## src/rtl/cell_mem_pkg.sv

```systemverilog
// Shared types and constants for the cell RAM scheduler: FSM states and bank indices.
package cell_mem_pkg;

  localparam int unsigned DefaultAddrW = 24;

  typedef enum logic [2:0] {
    StIdle,
    StInit,
    StPreset,
    StManual,
    StEvolve,
    StSwap
  } state_e;

  // Pair A = banks 0/1, pair B = banks 2/3; even bank evolves, odd bank is displayed.
  localparam logic [1:0] BANK_A_EVO  = 2'd0;
  localparam logic [1:0] BANK_A_DISP = 2'd1;
  localparam logic [1:0] BANK_B_EVO  = 2'd2;
  localparam logic [1:0] BANK_B_DISP = 2'd3;

endpackage

```

## src/rtl/cell_bank_port_mux.sv

```systemverilog
// Combinational steering of requester ports onto the four cell banks, and read-data selection.
module cell_bank_port_mux
  import cell_mem_pkg::*;
#(
  parameter int unsigned ADDR_W = DefaultAddrW
) (
  input  state_e                  state,
  input  logic                    sel,
  input  logic                    sel_dly,
  input  logic [ADDR_W-1:0]       init_addr,
  input  logic                    init_wdata,
  input  logic                    init_we,
  input  logic [ADDR_W-1:0]       preset_addr,
  input  logic                    preset_wdata,
  input  logic                    preset_we,
  input  logic [ADDR_W-1:0]       man_addr,
  input  logic                    man_wdata,
  input  logic [ADDR_W-1:0]       round_raddr,
  input  logic [ADDR_W-1:0]       round_waddr,
  input  logic                    round_wdata,
  input  logic                    round_we,
  input  logic [ADDR_W-1:0]       vga_addr,
  input  logic [3:0]              bank_q,
  output logic [3:0][ADDR_W-1:0]  bank_addr,
  output logic [3:0]              bank_wren,
  output logic [3:0]              bank_rden,
  output logic [3:0]              bank_wdata,
  output logic                    round_rdata,
  output logic                    vga_rdata
);

  logic [1:0] act_evo, act_disp, idle_evo, idle_disp;
  logic [1:0] rd_evo, rd_disp;

  assign act_evo   = sel ? BANK_B_EVO  : BANK_A_EVO;
  assign act_disp  = sel ? BANK_B_DISP : BANK_A_DISP;
  assign idle_evo  = sel ? BANK_A_EVO  : BANK_B_EVO;
  assign idle_disp = sel ? BANK_A_DISP : BANK_B_DISP;

  always_comb begin
    bank_addr  = '0;
    bank_wren  = '0;
    bank_rden  = '0;
    bank_wdata = '0;
    unique case (state)
      StInit: begin
        for (int k = 0; k < 4; k++) bank_addr[k] = init_addr;
        bank_wdata = {4{init_wdata}};
        bank_wren  = {4{init_we}};
      end
      StPreset: begin
        for (int k = 0; k < 4; k++) bank_addr[k] = preset_addr;
        bank_wdata = {4{preset_wdata}};
        bank_wren  = {4{preset_we}};
      end
      StManual: begin
        for (int k = 0; k < 4; k++) bank_addr[k] = man_addr;
        bank_wdata = {4{man_wdata}};
        bank_wren  = 4'b1111;
      end
      StEvolve: begin
        bank_addr[act_evo]   = round_raddr;
        bank_rden[act_evo]   = 1'b1;
        bank_addr[act_disp]  = vga_addr;
        bank_rden[act_disp]  = 1'b1;
        bank_addr[idle_evo]  = round_waddr;
        bank_addr[idle_disp] = round_waddr;
        bank_wdata[idle_evo]  = round_wdata;
        bank_wdata[idle_disp] = round_wdata;
        bank_wren[idle_evo]   = round_we;
        bank_wren[idle_disp]  = round_we;
      end
      default: begin
        bank_addr[act_disp] = vga_addr;
        bank_rden[act_disp] = 1'b1;
      end
    endcase
  end

  // Read data returns a cycle after the address, so select with the delayed sel.
  assign rd_evo      = sel_dly ? BANK_B_EVO  : BANK_A_EVO;
  assign rd_disp     = sel_dly ? BANK_B_DISP : BANK_A_DISP;
  assign round_rdata = bank_q[rd_evo];
  assign vga_rdata   = (state == StInit) || (state == StPreset) || bank_q[rd_disp];

endmodule

```

## src/rtl/cell_mem_scheduler.sv

```systemverilog
// Generation FSM and arbiter for the four cell RAM banks; swaps pairs only after a full round.
module cell_mem_scheduler
  import cell_mem_pkg::*;
#(
  parameter int unsigned ADDR_W = DefaultAddrW,
  parameter int unsigned CELLS  = 480000,
  parameter int unsigned GEN_W  = 16
) (
  input  logic                    clk,
  input  logic                    rst,
  input  logic                    run,
  input  logic                    evo_tick,
  input  logic                    init_req,
  input  logic                    init_done,
  input  logic [ADDR_W-1:0]       init_addr,
  input  logic                    init_wdata,
  input  logic                    init_we,
  input  logic                    preset_req,
  input  logic                    preset_done,
  input  logic [ADDR_W-1:0]       preset_addr,
  input  logic                    preset_wdata,
  input  logic                    preset_we,
  input  logic                    man_req,
  input  logic [ADDR_W-1:0]       man_addr,
  input  logic                    man_wdata,
  output logic                    man_ack,
  output logic                    init_gnt,
  output logic                    preset_gnt,
  output logic                    round_start,
  input  logic                    round_done,
  input  logic [ADDR_W-1:0]       round_raddr,
  input  logic [ADDR_W-1:0]       round_waddr,
  input  logic                    round_wdata,
  input  logic                    round_we,
  output logic                    round_rdata,
  input  logic [ADDR_W-1:0]       vga_addr,
  output logic                    vga_rdata,
  output logic [3:0][ADDR_W-1:0]  bank_addr,
  output logic [3:0]              bank_wren,
  output logic [3:0]              bank_rden,
  output logic [3:0]              bank_wdata,
  input  logic [3:0]              bank_q,
  output logic                    sel,
  output logic [GEN_W-1:0]        gen_count,
  output logic                    tick_overrun
);

  state_e           state_q;
  logic             sel_q, sel_dly_q;
  logic [GEN_W-1:0] gen_count_q;
  logic             tick_pend_q, tick_overrun_q, round_start_q;
  logic [3:0]       mux_wren, mux_rden;

  // CELLS only documents the legal range; addresses pass through unchecked.
  logic unused_cells;
  assign unused_cells = ^32'(CELLS);

  always_ff @(posedge clk) begin
    if (rst) begin
      state_q        <= StIdle;
      sel_q          <= 1'b0;
      sel_dly_q      <= 1'b0;
      gen_count_q    <= '0;
      tick_pend_q    <= 1'b0;
      tick_overrun_q <= 1'b0;
      round_start_q  <= 1'b0;
    end else begin
      sel_dly_q     <= sel_q;
      round_start_q <= 1'b0;
      if (run && evo_tick) begin
        if (tick_pend_q) tick_overrun_q <= 1'b1;
        else             tick_pend_q    <= 1'b1;
      end
      unique case (state_q)
        StIdle: begin
          if (init_req)        state_q <= StInit;
          else if (preset_req) state_q <= StPreset;
          else if (man_req)    state_q <= StManual;
          else if (tick_pend_q) begin
            state_q       <= StEvolve;
            tick_pend_q   <= 1'b0;
            round_start_q <= 1'b1;
          end
        end
        StInit:   if (init_done)   state_q <= StIdle;
        StPreset: if (preset_done) state_q <= StIdle;
        StManual: state_q <= StIdle;
        StEvolve: if (round_done)  state_q <= StSwap;
        StSwap: begin
          sel_q       <= ~sel_q;
          gen_count_q <= gen_count_q + GEN_W'(1);
          state_q     <= StIdle;
        end
        default:  state_q <= StIdle;
      endcase
    end
  end

  cell_bank_port_mux #(
    .ADDR_W (ADDR_W)
  ) u_port_mux (
    .state        (state_q),
    .sel          (sel_q),
    .sel_dly      (sel_dly_q),
    .init_addr    (init_addr),
    .init_wdata   (init_wdata),
    .init_we      (init_we),
    .preset_addr  (preset_addr),
    .preset_wdata (preset_wdata),
    .preset_we    (preset_we),
    .man_addr     (man_addr),
    .man_wdata    (man_wdata),
    .round_raddr  (round_raddr),
    .round_waddr  (round_waddr),
    .round_wdata  (round_wdata),
    .round_we     (round_we),
    .vga_addr     (vga_addr),
    .bank_q       (bank_q),
    .bank_addr    (bank_addr),
    .bank_wren    (mux_wren),
    .bank_rden    (mux_rden),
    .bank_wdata   (bank_wdata),
    .round_rdata  (round_rdata),
    .vga_rdata    (vga_rdata)
  );

  // Banks stay quiet in the reset cycle even if the old state was mid-pass.
  assign bank_wren    = rst ? 4'b0000 : mux_wren;
  assign bank_rden    = rst ? 4'b0000 : mux_rden;

  assign init_gnt     = (state_q == StInit);
  assign preset_gnt   = (state_q == StPreset);
  assign man_ack      = (state_q == StManual);
  assign round_start  = round_start_q;
  assign sel          = sel_q;
  assign gen_count    = gen_count_q;
  assign tick_overrun = tick_overrun_q;

endmodule

```

## config.mk

```make
export PLATFORM = sky130hd
export DESIGN_NAME = cell_mem_scheduler
export DESIGN_NICKNAME = d
export VERILOG_FILES = /design/src/rtl/cell_mem_pkg.sv /design/src/rtl/cell_bank_port_mux.sv /design/src/rtl/cell_mem_scheduler.sv
export SDC_FILE = /design/constraint.sdc
export NUM_CORES = 1
export LEC_CHECK = 0
export BUFFER_PORTS_ARGS = -buffer_cell sky130_fd_sc_hd__buf_2
export CAP_MARGIN = 30
export CORE_AREA = 5 5 113 115
export DETAILED_ROUTE_END_ITERATION = 8
export DIE_AREA = 0 0 118 120
export GPL_ROUTABILITY_DRIVEN = 1
export SLEW_MARGIN = 20
export SYNTH_ARGS = -nofsm -noshare
export SYNTH_HDL_FRONTEND = slang
export SYNTH_SLANG_ARGS = --single-unit
```

## constraint.sdc

```tcl
create_clock -name clk -period 5.5 [get_ports clk]
set_clock_uncertainty 0.1 [all_clocks]
set_input_delay 1.1 -clock clk [delete_from_list [all_inputs] [get_ports clk]]
set_output_delay 1.1 -clock clk [all_outputs]
set_load 0.01 [all_outputs]
```

# ---- Yosys cells after proc, flatten, opt, wreduce, memory -nomap -nowiden
# Cells that the tools add are included.
dict set report totals {
  out_inout_bits 132
  regBits 24
  inputBits 165
}
dict set report op_classes {
  n_bitwise 7
  mux 52
  eq_ne 9
  magnitude_cmp 10
  n_addsub 1
  n_reduce_logical 12
}
# operator count
set op_table {}
lappend op_table {{96-bit case mux with 4 select lines} 1}
lappend op_table {{96-bit bitwise mux} 3}
lappend op_table {{96-bit AND} 2}
lappend op_table {{24-bit demux with 2-bit select} 4}
lappend op_table {{24-bit 2-to-1 mux} 4}
lappend op_table {{4-bit case mux with 4 select lines} 2}
lappend op_table {{3-bit 2-to-1 mux} 7}
lappend op_table {{2-bit by 3-bit < comparator with 1-bit output, second input constant} 6}
lappend op_table {{16-bit by 1-bit adder with 16-bit output, second input constant} 1}
lappend op_table {{1-bit 2-to-1 mux} 13}
lappend op_table {{2-bit 2-to-1 mux} 6}
lappend op_table {{3-bit case mux with 4 select lines} 1}
lappend op_table {{4-bit AND} 2}
lappend op_table {{4-bit bitwise mux} 2}
lappend op_table {{1-bit demux with 2-bit select} 4}
lappend op_table {{2-bit by 1-bit >= comparator with 1-bit output, second input constant} 4}
lappend op_table {{4-bit 2-to-1 mux} 2}
lappend op_table {{4-bit case mux with 2 select lines} 1}
lappend op_table {{3-bit by 2-bit == test with 1-bit output, second input constant} 2}
lappend op_table {{3-bit == test, second input constant} 2}
lappend op_table {{2-bit inequality test, second input constant} 3}
lappend op_table {{1-bit logical AND} 5}
lappend op_table {{5-bit inequality test, second input constant} 1}
lappend op_table {{5-bit OR reduction} 1}
lappend op_table {{other kinds (9)} 12}

# ---- Logic depth before layout (Yosys ltp)
dict set report depth {
  word_depth 10
  mapped_depth 8
}

# ---- Modules after synthesis
# A second synthesis with hierarchy kept.
dict set report hier_totals {
  cells_unflattened 414
  hier_area_um2 3450.8
}
# mod cells_each seq_area_each_um2 instances area_each_um2
set by_module_without_submodules {}
lappend by_module_without_submodules {cell_bank_port_mux 280 0.0 1 2324.7}
lappend by_module_without_submodules {cell_mem_scheduler 134 480.5 1 1126.1}

# ---- Least setup slack after synthesis
# No wires, ideal clock.
dict set report synth_path {
  kind {input port to output port}
  start {in rst}
  end {out bank_wren[1]}
  path_slack_ps 2361
  cell_stages 4
  arrival_time_ps 1939
  path_cell_list {clkbuf_1 -> clkbuf_1 -> nor2_1 -> buf_4}
}
dict set report synth_via {
  elab_chain_len 1
}
# item line_no
set synth_lines {}
lappend synth_lines {{start: declaration} cell_mem_scheduler.sv:10} ;# input logic rst,
lappend synth_lines {{4-bit 2-to-1 mux} cell_mem_scheduler.sv:128} ;# assign bank_wren = rst ? 4'b0000 : mux_wren;
lappend synth_lines {{end: declaration} cell_mem_scheduler.sv:39} ;# output logic [3:0] bank_wren,
# No other way between the ends.

==> key figures <==
GRT
  • Final global-route overflow total: 0
  • Largest net degree at the start of global routing: 60
  • First-pass GRT wire length: 25.0 mm
  • Number of global-route vias before repair: 4772
  • Antenna violations before repair: 1
  • Tot GR Track Use: 21.2%

Detailed routing
  • Avg Vias per Cell: 5.49
  • 1st-pass router iterations: 5
  • Via count: 4796
  • Final ANT Viol Nets: 0
  • Routed wire length: 16.5 mm
  • DRC Markers: 0
  • Routed wire per std cell: 18.9 um
  • Iter 0 DRT Violations: 289

Clock network
  • Clk buf depth: 2
  • Clk sinks: 24
  • Clock Pin Slew Worst Setup and Hold Paths: 0.06 ns
  • CTS tree: yes
  • Clock root buffer: clkbuf_16
  • CTS resizes: 0
  • CTS H-Tree Depth: 1
  • Setup Buffers After CTS: 0
  • CTS Buf Count: 3
  • Hold-fix buffers, CTS: 0
  • Skew-Pair Late Insertion Delay: 0.26 ns

Die
  • IO Count: 297
  • Starting Density: 28.8%
  • FP Rows: 40
  • Die width: 118 um
  • Core Region: 11700 um2
  • Die height: 120 um
  • Die footprint: 14200 um2

Outcome
  • Run status: finished clean

Power
  • Max VDD drop: 0.000171 V
  • Combinational share of power: 55.7%
  • Tot Pwr: 0.808 mW
  • Clk pwr share: 21.2%
  • Psw: 0.311 mW
  • Pint: 0.497 mW
  • Sw Ratio: 38.4%
  • Power Density: 160 nW/um2
  • Flop pwr share: 23.0%
  • Leakage power: 2.48 nW

Finish
  • Non-Filler Instances: 874
  • Fillers: 1243
  • Register area: 487 um2
  • Final nets: 893
  • Area Overhead vs Synth: 49.6%
  • Area occupied by multi-input gates: 2680 um2
  • Share of cells above drive strength 1: 47.9%

Critical path
  • CP peak stage delay: 0.84 ns
  • Critical Path AT: 3.06 ns
  • Worst R2R Path Depth: 5
  • Crit end category: primary output
  • Critical path class: flop to primary output
  • FF-to-FF End: gen_count[13]
  • Critical-path cell list: or3b_2 > nor2_2 > buf_4 > a221o_1 > buf_2
  • Crit path max fanout: 39
  • Worst EP required: 4.30 ns
  • Slowest cell on crit path: or3b_2
  • Startpoint types: flop
  • Flop2flop setup slack: 2.94 ns
  • Reg2reg start: state_q[2]

Logic synthesis
  • Ys Warns: 0
  • Seq cells post-synth: 24
  • Dominant synthesized flop cell: dfxtp_1
  • Distinct cells, synth: 38
  • Register area share after synthesis: 14.3%
  • Synth Instances: 460
  • Syn Nets: 626
  • Fraction of registers with async set/reset: 0%
  • Syn Std Cell Area: 3370 um2
  • Avg Cell Area, Syn: 7.32 um2
  • Post-synth EDFFs: 0

Min path
  • Hold Startpoint: tick_pend_q
  • Worst hold stages: 2
  • Worst Hold End: round_start
  • Min-Delay Path Class: flop to flop

Timing
  • Relative slew margins: 36.9%
  • Tightest Pin Transition: 0.947 ns
  • Setup violations, final: 0
  • Min Clock Period, post-route: 4.26 ns
  • Max frequency: 0.235 GHz
  • Fin. max-slew vios: 0
  • Fin Setup TNS: 0 ns
  • RSZ-0062 raised after global routing: no
  • Period utilisation layout: 77.5%
  • Final hold viol count: 0

Placed design
  • Placed cell count: 868
  • HPWL after DPL: 12.8 mm
  • Buffers added on ports: 296
  • Final Wtd Congestion: 0.959

Flow run
  • Max-cap violations: 0
==> cell families after synthesis <==
family	count (synthesis)	synth area share, %
flops	24	14.3
fa+ha+maj	1	0.371
mux	78	24.2
simple gates	136	18.5
compound gates	160	33.3
xor+xnor	11	2.86
buf+inv	50	6.42
==> worst max-delay path by stage <==
stage | from | end | slack (ns) | cells after the start
2_1_floorplan | rst | bank_wren[1] | 2.36 | 4
3_3_place_gp | state_q[1] | bank_addr[72] | 1.45 | 5
3_5_place_dp | state_q[1] | bank_addr[93] | 1.38 | 5
4_1_cts | state_q[1] | bank_addr[78] | 1.11 | 5
5_1_grt | state_q[1] | bank_addr[46] | 1.10 | 5
6_report | state_q[1] | bank_addr[46] | 1.24 | 5
==> final cells by class <==
cell class,count,share of cell area [%]
clock buffer,4,1.76
antenna,1,0.0496
timing repair buffer,306,31.3
sequential,24,9.65
multi-input combinational,386,53.1
tap,147,3.65
inverter,6,0.447
==> cell usage in the layout, fill, tap and decap left out, types with 4 or more instances in the layout <==
cell / instances
a21o_1: 24
a21oi_1: 31
a221o_1: 48
buf_2: 296
buf_4: 8
dfxtp_1: 21
inv_1: 6
mux2_2: 27
mux2i_1: 50
nand2_1: 62
nand2b_1: 5
nand4_1: 7
nor2_1: 29
nor2_2: 4
nor2b_1: 4
nor3_1: 9
o21ai_0: 49
xnor2_1: 6
xor2_1: 5
==> routing by layer <==
metal	GRT usage (%)	vias to the layer above	part of all wire [%]
met2	37.7	268	49
li1	-	2266	-
met5	0	-	0
met4	6.81	0	2.3
met3	5.14	36	8.9
met1	24.9	2226	40
==> critical path, delay by kind of cell, from the launching register on <==
| family | cells | cell delay, ns |
|---|---|---|
| buf+inv | 2 | 0.47 |
| flops | 1 | 0.61 |
| compound gates | 1 | 0.18 |
| simple gates | 2 | 1.52 |
==> flip-flops by register name, summed over array words and instances, names as in the netlist <==
signal and count:
tick_pend_q 1, sel 1, gen_count 16, state_q 3
tick_overrun 1, sel_dly_q 1, round_start 1
==> power by group through the flow <==
stage / combinational [mW] / clock, mW / sequential, mW
finish: 0.450 / 0.172 / 0.186
global route: 0.490 / 0.181 / 0.187
CTS: 0.450 / 0.177 / 0.186
detailed placement: 0.445 / 0 / 0.190
global placement: 0.442 / 0 / 0.189
floorplan: 0.242 / 0 / 0.182
==> Yosys cell counts, types with 2 or more instances <==
master | n | area [um2]
nor3_1 | 9 | 45.0
nand2_1 | 62 | 233
nor2_1 | 31 | 116
or4_1 | 2 | 15.0
buf_2 | 8 | 40.0
nor2b_1 | 4 | 25.0
inv_1 | 6 | 22.5
nand2b_1 | 5 | 31.3
nand3_1 | 2 | 10.0
a221o_1 | 48 | 480
xnor2_1 | 6 | 52.6
xor2_1 | 5 | 43.8
and3_1 | 3 | 18.8
mux2i_1 | 50 | 500
buf_1 | 7 | 26.3
clkbuf_1 | 24 | 90.1
buf_4 | 5 | 37.5
a21o_1 | 24 | 180
nand3b_1 | 2 | 15.0
nor4_1 | 2 | 12.5
dfxtp_1 | 24 | 480
a31oi_1 | 3 | 18.8
nor2_2 | 2 | 12.5
nand4_1 | 7 | 43.8
a31o_2 | 2 | 17.5
a21oi_1 | 31 | 155
o21ai_0 | 49 | 245
mux2_2 | 27 | 304
==> stage by stage <==
stage | hold slack, ns | utilization, % | setup WS, ns | cell area (um2)
floorplan | 0.354 | - | 2.36 | 3370
global placement | 0.345 | 41.9 | 1.45 | 4910
detailed placement | 0.386 | 42.2 | 1.38 | 4940
CTS | 0.394 | 42.9 | 1.11 | 5030
global route | 0.426 | 43.1 | 1.10 | 5040
finish | 0.390 | 43.1 | 1.24 | 5040
No activity file was read; power rests on OpenSTA's default activity.
